**src/rtl/barcode_scan_overlay.sv**
```systemverilog
// Purpose : draws NUM_LINES horizontal scan markers over a 1-bpp barcode image, coloured by scan status.
// Latency : 1 clk for hs/vs/de/data together; scan_ok is an OR of registered state.
// Backpr. : none -- pixel stream, one pixel per clk, never stalls.
//
// Ports:
//   clk, rst_n                  pixel clock, async active-low reset (release expected synchronous)
//   x_in, y_in [9:0]            pixel coordinates aligned with in_*
//   scan_en                     decoder success (level or pulse)
//   in_hs, in_vs, in_de         timing from the generator, vs active-high
//   in_data                     barcode pixel, 1 = bar
//   out_hs, out_vs, out_de      in_* delayed 1 clk
//   out_data [23:0]             RGB888 pixel
//   scan_ok                     OK status for LEDs
//
// Build option: define SCAN_BLINK_EN to make FAIL markers blink with a
// 2^BLINK_SHIFT frame half-period; otherwise FAIL markers are steady.
module barcode_scan_overlay #(
    parameter int          NUM_LINES   = 3,
    parameter int          LINE_Y0     = 4,
    parameter int          LINE_PITCH  = 5,
    parameter int          LINE_THICK  = 1,
    parameter int          HOLD_FRAMES = 30,
    parameter int          BLINK_SHIFT = 4,
    parameter logic [23:0] C_OK        = 24'h00ff00,
    parameter logic [23:0] C_FAIL      = 24'hff0000,
    parameter logic [23:0] C_BAR       = 24'h000000,
    parameter logic [23:0] C_BG        = 24'hffffff
) (
    input  logic        clk,
    input  logic        rst_n,
    input  logic [9:0]  x_in,
    input  logic [9:0]  y_in,
    input  logic        scan_en,
    input  logic        in_hs,
    input  logic        in_vs,
    input  logic        in_de,
    input  logic        in_data,
    output logic        out_hs,
    output logic        out_vs,
    output logic        out_de,
    output logic [23:0] out_data,
    output logic        scan_ok
);

    // A zero hold still needs a 1-bit counter so the OK logic stays uniform.
    localparam int HW = (HOLD_FRAMES < 1) ? 1 : $clog2(HOLD_FRAMES + 1);

    logic [HW-1:0] hold_cnt;
    logic          scan_en_r;
    logic          vs_d;
    logic          frame_tick;
    logic          marker_hit;
    int            y_val;
    logic [23:0]   base_colour;
    logic [23:0]   fail_colour;
    logic [23:0]   marker_colour;
    logic [23:0]   pix_next;

    // Markers span the full line width, so x only passes through.
    logic unused_x;
    assign unused_x = ^x_in;

    assign frame_tick = in_vs & ~vs_d;
    assign scan_ok    = scan_en_r | (hold_cnt != '0);
    assign y_val      = {22'd0, y_in};

    // Bounds stay full-precision integers: a marker placed at or beyond
    // 1024 must never alias back into the visible rows.
    always_comb begin
        marker_hit = 1'b0;
        for (int i = 0; i < NUM_LINES; i++) begin
            if ((LINE_Y0 + i * LINE_PITCH) < 1024 &&
                y_val >= (LINE_Y0 + i * LINE_PITCH) &&
                y_val <  (LINE_Y0 + i * LINE_PITCH + LINE_THICK)) begin
                marker_hit = 1'b1;
            end
        end
    end

`ifdef SCAN_BLINK_EN
    localparam int FW = BLINK_SHIFT + 1;
    logic [FW-1:0] frame_cnt;

    always_ff @(posedge clk or negedge rst_n) begin
        if (!rst_n) begin
            frame_cnt <= '0;
        end else if (frame_tick) begin
            frame_cnt <= frame_cnt + FW'(1);
        end
    end

    // Hidden half-period shows the underlying barcode pixel instead.
    assign fail_colour = frame_cnt[BLINK_SHIFT] ? C_FAIL : base_colour;
`else
    assign fail_colour = C_FAIL;
`endif

    always_comb begin
        base_colour   = in_data ? C_BAR : C_BG;
        marker_colour = scan_ok ? C_OK : fail_colour;
        pix_next      = 24'h000000;
        if (in_de) begin
            pix_next = marker_hit ? marker_colour : base_colour;
        end
    end

    always_ff @(posedge clk or negedge rst_n) begin
        if (!rst_n) begin
            hold_cnt  <= '0;
            scan_en_r <= 1'b0;
            vs_d      <= 1'b0;
            out_hs    <= 1'b0;
            out_vs    <= 1'b0;
            out_de    <= 1'b0;
            out_data  <= 24'h000000;
        end else begin
            vs_d      <= in_vs;
            scan_en_r <= scan_en;
            // A fresh scan reloads even when it lands on the frame tick.
            if (scan_en) begin
                hold_cnt <= HW'(HOLD_FRAMES);
            end else if (frame_tick && hold_cnt != '0) begin
                hold_cnt <= hold_cnt - HW'(1);
            end
            out_hs   <= in_hs;
            out_vs   <= in_vs;
            out_de   <= in_de;
            out_data <= pix_next;
        end
    end

endmodule
```
**config.mk**
```make
export PLATFORM = sky130hd
export DESIGN_NAME = barcode_scan_overlay
export DESIGN_NICKNAME = d
export VERILOG_FILES = /design/src/rtl/barcode_scan_overlay.sv
export SDC_FILE = /design/constraint.sdc
export NUM_CORES = 1
export LEC_CHECK = 0
export BUFFER_PORTS_ARGS = -buffer_cell sky130_fd_sc_hd__buf_2
export CAP_MARGIN = 20
export CELL_PAD_IN_SITES_DETAIL_PLACEMENT = 0
export CELL_PAD_IN_SITES_GLOBAL_PLACEMENT = 1
export CORE_MARGIN = 1.5
export CORE_UTILIZATION = 26
export DETAILED_ROUTE_END_ITERATION = 10
export PLACE_DENSITY = 0.86
export REMOVE_ABC_BUFFERS = 1
export SETUP_SLACK_MARGIN = 0.2
export SYNTH_ARGS = -nofsm -noshare
export SYNTH_HDL_FRONTEND = slang
export SYNTH_SLANG_ARGS = --single-unit
```
**constraint.sdc**
```tcl
create_clock -name clk -period 1.8 [get_ports clk]
set_input_delay 0 -clock clk [delete_from_list [all_inputs] [get_ports clk]]
set_output_delay 0 -clock clk [all_outputs]
set_load 0.01 [all_outputs]
```
# [After elaboration in Yosys (flattened, before gate mapping)]
# Index checks and enable logic that the tools add are counted.
[classes] bitwise=3 mux=9 n_lt_le_gt_ge=6 reduce_logical=6 add_sub_neg=1
[ops] cell="$mux 24" count=4
[ops] cell="$ge 10x4->1 const B" count=2
[ops] cell="$lt 10x4->1 const B" count=2
[ops] cell="$ge 10x3->1 const B" count=1
[ops] cell="$lt 10x3->1 const B" count=1
[ops] cell="$mux 5" count=2
[ops] cell="$reduce_bool 5->1" count=1
[ops] cell="$sub 5x1->5 const B" count=1
[ops] cell="$logic_and 1x1->1" count=4
[ops] cell="$mux 1" count=3
[ops] cell="$reduce_bool 2->1" count=1
[ops] cell="$and 1x1->1" count=1
[ops] cell="$not 1->1" count=1
[ops] cell="$or 1x1->1" count=1
[word_totals] reg_bits=33

# [Longest topological paths before layout]
# Gate-level depths: netlist (run 1).
[depth] depth_word=7 ltp_mapped=7 depth_no_buf=7

# [Worst setup path after synthesis (run 1)]
# No wires, ideal clock.
[synth_path] path_kind="reg2reg" startpoint="register hold_cnt[0]" endpoint="register hold_cnt[1]" period_less_slack_ps=1582 setup_slack_ps=218 stages_incl_launch_ff=7 n_path_buf=0 t_arrival_ps=1458 required_ps=1676 setup_ps=124 path_cell_list="dfrtp_1 > inv_1 > ha_1 > or4b_4 > nand2_2 > nor2_1 > a211o_1"
[synth_between] elab_chain_len=3 elab_cells_between_ends=6 classes_between="1 x add/sub; 2 x mux; 3 x reduce/logical"
[synth_lines] element="from (decl)" line="48" text="logic [HW-1:0] hold_cnt;"
[synth_lines] element="from (signal assigned)" line="121" text="hold_cnt <= HW'(HOLD_FRAMES);"
[synth_lines] element="from (signal assigned)" line="123" text="hold_cnt <= hold_cnt - HW'(1);"
[synth_lines] element="$sub 5x1->5 / $reduce_bool 5->1 (equally long branches)" line="123, 122"
[synth_lines] element="$mux 5 / $logic_and 1x1->1 (equally long branches)" line="122" text="end else if (frame_tick && hold_cnt != '0) begin"
[synth_lines] element="$mux 5 / $reduce_bool 2->1 (equally long branches)"
# Parallel ways exist; a longest one is shown, timed or not. The select of a mux whose other input is x is not followed.
# A chain may end at the register's enable or synchronous reset.

# [Worst setup path after layout (run 1)]
[layout_path] startpoint="register hold_cnt[0]" endpoint="output port scan_ok"
[layout_between] elab_chain_len=2
[layout_lines] element="$reduce_bool 5->1" line="64" text="assign scan_ok = scan_en_r | (hold_cnt != '0);"
[layout_lines] element="$or 1x1->1" line="64"
[layout_lines] element="to (decl)" line="42" text="output logic scan_ok"
# Every way passes these cells.

==> results of run 1 <==
-- sequential cells by signal, indices dropped and copies added (netlist names) --
name and flops:
hold_cnt 5, out_de 1, out_data 3, vs_d 1, scan_en_r 1, out_hs 1
-- synthesized netlist by cell type, types with 2 or more instances --
cell type / instances
inv_1: 4
nand2b_1: 3
nand3_1: 3
mux2i_1: 2
xnor2_1: 2
nor2_1: 5
xor2_1: 2
dfrtp_1: 12
nand2_1: 2
buf_4: 21
-- final cells by class --
| class | instances | area (um2) | share of cell area |
|---|---|---|---|
| Multi-Input combinational cell | 30 | 244.0 | 0.2617 |
| Clock buffer | 4 | 36.28 | 0.03893 |
| Timing Repair Buffer | 52 | 299.0 | 0.3208 |
| Sequential cell | 12 | 300.3 | 0.3221 |
| Inverter | 4 | 15.01 | 0.01611 |
| Tap cell | 30 | 37.54 | 0.04027 |
-- repair_timing --
action,in CTS,in global routing
pin swaps,2,1
resized for setup,8,0
endpoints found under the hold margin,17,0
setup endpoints to repair,5,3
cloned,0,0
setup buffers,3,0
hold buffers,5,0
-- path summary, 6_finish.rpt --
| check | startpoint | to | depth (start not counted) |
|---|---|---|---|
| setup / recovery | hold_cnt[0] | scan_ok | 6 |
| hold / removal | y_in[7] | out_data[22] | 3 |
| setup reg to reg | hold_cnt[0] | hold_cnt[1] | 6 |
| hold reg to reg | hold_cnt[4] | hold_cnt[4] | 1 |
| max in group asynchronous | rst_n | vs_d | 2 |
| min in group asynchronous | rst_n | out_hs | 2 |
-- cells in the final DEF (no fill, tap or decap) --
cell type / n
or4_4: 1
clkbuf_4: 3
a21o_1: 1
buf_6: 1
or4b_4: 1
nand2b_1: 3
buf_2: 43
xor2_1: 2
dfrtp_1: 12
nor3_1: 1
dlygate4sd3_1: 5
inv_1: 1
xnor2_1: 2
nand2_2: 1
clkbuf_8: 1
mux2i_1: 2
nand3_1: 3
a31oi_1: 1
nor2_1: 4
nor2_4: 1
ha_4: 1
nor4_4: 1
inv_2: 3
nor2b_1: 1
buf_4: 3
nor4bb_1: 1
a211o_1: 1
nand2_1: 2
-- stage by stage --
| stage | instance area (um2) | worst slack [ns] |
|---|---|---|
| after global routing | 932.1 | 0.09491 |
| after global placement | 797.0 | 0.1622 |
| after detailed placement | 797.0 | 0.1179 |
| after floorplan | 539.3 | 0.2178 |
| after CTS | 932.1 | 0.1288 |
| final | 932.1 | 0.1537 |
-- per-layer routing --
metal / wire [um] / vias to the layer above
met5: 0 / -
met4: 31 / 0
met3: 189 / 4
met2: 591 / 42
met1: 448 / 250
li1: - / 267
-- worst register-to-register path, delay by kind of cell, from the launching register on --
kind | cells | cell delay, ns
AND/OR/NAND/NOR | 3 | 0.66
flip-flops | 1 | 0.39
AO/OA/AOI/OAI | 1 | 0.26
buffers and inverters | 1 | 0.08
adder cells (fa/ha/maj) | 1 | 0.12
-- cells by family (layout without fill, tap and decap cells) --
kind of cell	count (synthesis)	in the layout	share of synthesized area
AOI/OAI and AO/OA	3	3	0.03233
DFF	12	12	0.4309
and+or+nand+nor	20	20	0.1921
buffers and inverters	25	60	0.2477
muxes	2	2	0.02873
adders and majority gates	1	1	0.01795
xor gates and xnor gates	4	4	0.05028
-- power by group through the flow --
stage | registers, mW | clock network (mW) | logic, mW
3_5_place_dp | 0.297 | 0 | 0.104
2_1_floorplan | 0.315 | 0 | 0.0263
4_1_cts | 0.292 | 0.218 | 0.124
6_report | 0.292 | 0.213 | 0.124
3_3_place_gp | 0.296 | 0 | 0.104
5_1_grt | 0.296 | 0.237 | 0.140
==> flow_summary.ini, run 1 <==
[yosys]
yosys.area.top_type_share = 0.4309
syn_area_um2 = 696.9
synth_edf_count = 0
synth_cells = 67
synthFlopType = dfrtp_1
synth_top_cell_by_area = dfrtp_1
syn_avg_cell_area_um2 = 10.40
async_flop_share = 1.000
ys_seq_area_frac = 0.4309
ys_ff_latch = 12
synth_area_leaders = dfrtp_1 (43%), buf_4 (23%), nor4_4 (3.1%)
synth_warnings = 0
ys_types = 21

[setup_path]
crit_fanout = 4
worstPathCellList = inv_2 -> ha_4 -> or4b_4 -> nor2_4 -> inv_2 -> buf_6
path_buf_inv = 3
endpoint_kind = primary output
path_class = flop to primary output
cp_common_cell = inv_2
worstPathRequired_ns = 1.80
crit_arrival_ns = 1.65
cpLargestDelayFamily = simple AND/OR/NAND/NOR gates
slowest_delay_ns = 0.50
crit_path_top_delay_cell = or4b_4
cp-start-kind = flop
regToRegSetupSlack_ns = 0.17

[power_and_ir_drop]
vdd_drop_max_uv = 318.8
switchingPower_uw = 160.4
p_int_uw = 468.4
seqPwrFrac = 0.464
p_comb_frac = 0.198
p_total_uw = 628.8
power.share.clock = 0.338
cellLeakagePower_nw = 0.4631
pwr_density_cell_mw_per_mm2 = 674.5
switching_share = 0.2550

[global_routing]
top_usage_layer = met2
antenna_found_initial = 0
grtUsageMet1 = 0.07899
track_usage = 0.09355
grt_overflow_total = 0
grt_max_degree = 13
met2_usage = 0.1647
met3_usage = 0.04372
grt_pass1_vias = 486
grt_pass1_wl_um = 1842

[finish]
drive_gt1_frac = 0.5882
nFillCells = 234
final_cells = 132
antenna_cells = 0
postLayoutCoreUtil = 0.3729
area_delta_synth_final_pct = 33.75
layout.nets = 131

[die]
fp-row-count = 18
io_pins = 55
start_util = 0.2788
die-area_mm2 = 0.003000
die_y_um = 54.78
dieWidth_um = 54.78
core_mm2 = 0.002500

[timing]
slew_violations = 0
setup_viol = 0
fmax_mhz = 607.4
worstMarginPinSlew_ns = 0.3050
relSlewSlack = 0.7962
finClkSkew_ns = 0.001051
rsz0062_at_grt = yes
finalCriticalPeriod_ns = 1.646
finalSetupTns_ns = 0
holdWs_ns = 0.02072
finalHoldViolations = 0
min_period_over_period = 0.9146

[flow_run]
maxCapViolCount = 0

[routing]
vias = 563
wire_per_inst_um = 9.553
dr.pass1.iters = 2
initialDrtViolationCount = 4
ant_nets = 0
drc = 0
viasPerCell = 4.265
wl_um = 1261

[clock_network]
cts_buffers = 3
htree_num_levels = 1
cts_tree = yes
ctsRootBufferMaster = clkbuf_4
cts_buffer_depth = 2
clk_pin_slew_ns = 0.07
clk_latency_ns = 0.27
clock_sinks = 12

[placed_design]
place_inst = 120
io_buffers = 44
hpwlAfterDp_um = 970.5
gp_congestion = 0.6285

[hold_path]
hold_path.class = input port to flop

[outcome]
status = finished, final reports clean
Power figures use the tool's default switching activity.
==> run 2: changes to the inputs <==
Settings changed: CORE_ASPECT_RATIO set to 0.5.
==> flow_summary.ini, run 2 (synthesis gave the netlist of run 1 again) <==
[outcome]
status = finished, final reports clean

[setup_path]
crit_arrival_ns = 1.74
worstPathCellList = inv_2 -> ha_4 -> or4b_4 -> nand2_2 -> nor2_1 -> a211o_1
cpLargestDelayFamily = simple AND/OR/NAND/NOR gates
path_class = flop to flop
endpoint_kind = flop
crit_path_top_delay_cell = or4b_4
path_buf_inv = 1
worstPathRequired_ns = 1.92
slowest_delay_ns = 0.50
crit_fanout = 4
cp-start-kind = flop

[placed_design]
gp_congestion = 0.8102
io_buffers = 44
post-place-ws_ns = 0.1239

[finish]
mostFrequentLayoutCell = buf_2
largest_reg_flops = 5
drive_gt1_frac = 0.5922
nFillCells = 279
reg_top3 = hold_cnt: 5 flops, out_data: 3 flops
regMostFlops = hold_cnt
area_delta_synth_final_pct = 38.78
layout_common_cells = buf_2 (43), dfrtp_1 (12), dlygate4sd3_1 (5)
multiInputGateArea_um2 = 244.0
layout.nets = 132
ff_latch_area_um2 = 300.3
antenna_cells = 0

[flow_run]
maxCapViolCount = 0

[routing]
vias = 526
wl_um = 1253
ant_nets = 0
dr.pass1.iters = 4
initialDrtViolationCount = 9
viasPerCell = 3.757
drc = 0
wire_per_inst_um = 8.950

[timing]
finalHoldViolations = 0
relSlewSlack = 0.7912
worst_slack_ns = 0.1770
finalCriticalPeriod_ns = 1.623
rsz0062_at_grt = yes
min_period_over_period = 0.9017
setup_viol = 0
worstMarginPinSlew_ns = 0.3126
finalSetupTns_ns = 0
slew_violations = 0
finClkSkew_ns = 0.002392
fmax_mhz = 616.1

[global_routing]
grt_overflow_total = 0
grt_pass1_vias = 469
antenna_found_initial = 0
grt_pass1_wl_um = 1973
grt_max_degree = 13
track_usage = 0.08984

[die]
io_pins = 55
start_util = 0.2712
die-area_mm2 = 0.003019
core_mm2 = 0.002570
die_y_um = 39.61
dieWidth_um = 76.22
fp-row-count = 13

[clock_network]
clk_latency_ns = 0.24
cts_buffer_depth = 2
ctsRootBufferMaster = clkbuf_8
htree_num_levels = 1
cts_tree = yes
cts_buffers = 3
clk_pin_slew_ns = 0.05
clock_sinks = 12

[hold_path]
hold_path.class = input port to flop

[power_and_ir_drop]
vdd_drop_max_uv = 343.4
cellLeakagePower_nw = 0.4761
pwr_density_cell_mw_per_mm2 = 730.9
run 2: cell count changes in the layout (fill, tap and decap cells not counted), sizes merged:
cell and change:
buf +1
run 2: metrics by stage:
stage | total power [mW] | instance area, um2 | std cells | hold WS, ns | util
after floorplan | 0.3410 | 539.3 | 46 | -0.2956 | -
after global placement | 0.3986 | 805.8 | 127 | -0.1100 | 0.3135
after detailed placement | 0.4013 | 805.8 | 127 | -0.1092 | 0.3135
after CTS | 0.7135 | 948.4 | 139 | 0.04023 | 0.3690
after global routing | 0.7552 | 967.2 | 140 | 0.03801 | 0.3763
final | 0.7069 | 967.2 | 140 | 0.03731 | 0.3763
run 2: worst min-delay path, delay by kind of cell:
kind                   cells  cell delay (ns)
and+or+nand+nor            2             0.13
buffers and inverters      1             0.10
run 2: worst paths after layout:
path	start	end	slack, ns	cells after the start
max	hold_cnt[0]	hold_cnt[1]	0.18	6
min	y_in[7]	out_data[7]	0.04	3
max reg2reg	hold_cnt[0]	hold_cnt[1]	0.18	6
min reg2reg	hold_cnt[4]	hold_cnt[4]	0.48	1
max in group asynchronous	rst_n	hold_cnt[2]	1.43	2
min in group asynchronous	rst_n	scan_en_r	0.16	2
run 2: what timing repair did:
item / in CTS / in global routing
resized for setup: 5 / 3
endpoints found under the hold margin: 17 / 0
hold buffers: 5 / 0
pin swaps: 2 / 1
setup buffers: 3 / 1
endpoints found under the setup margin: 4 / 6
run 2: cell type report:
type | count | share of cell area
timing repair buffer | 53 | 0.3169
clock buffer | 4 | 0.05692
multi-input combinational | 30 | 0.2523
sequential | 12 | 0.3105
tap | 37 | 0.04787
inverter | 4 | 0.01552
run 2: power by group:
part / switching [mW] / total, mW / internal [mW]
Sequential: 0.0105 / 0.293 / 0.283
Clock: 0.0945 / 0.287 / 0.193
Combinational: 0.0607 / 0.126 / 0.0656
Total: 0.166 / 0.707 / 0.541
run 2: layer usage:
| layer | track usage | vias to the layer above | share of wire |
|---|---|---|---|
| met1 | 0.1006 | 233 | 0.45 |
| li1 | - | 270 | - |
| met3 | 0.03721 | 2 | 0.061 |
| met4 | 0.04167 | 0 | 0.015 |
| met5 | 0 | - | 0 |
| met2 | 0.1563 | 21 | 0.47 |
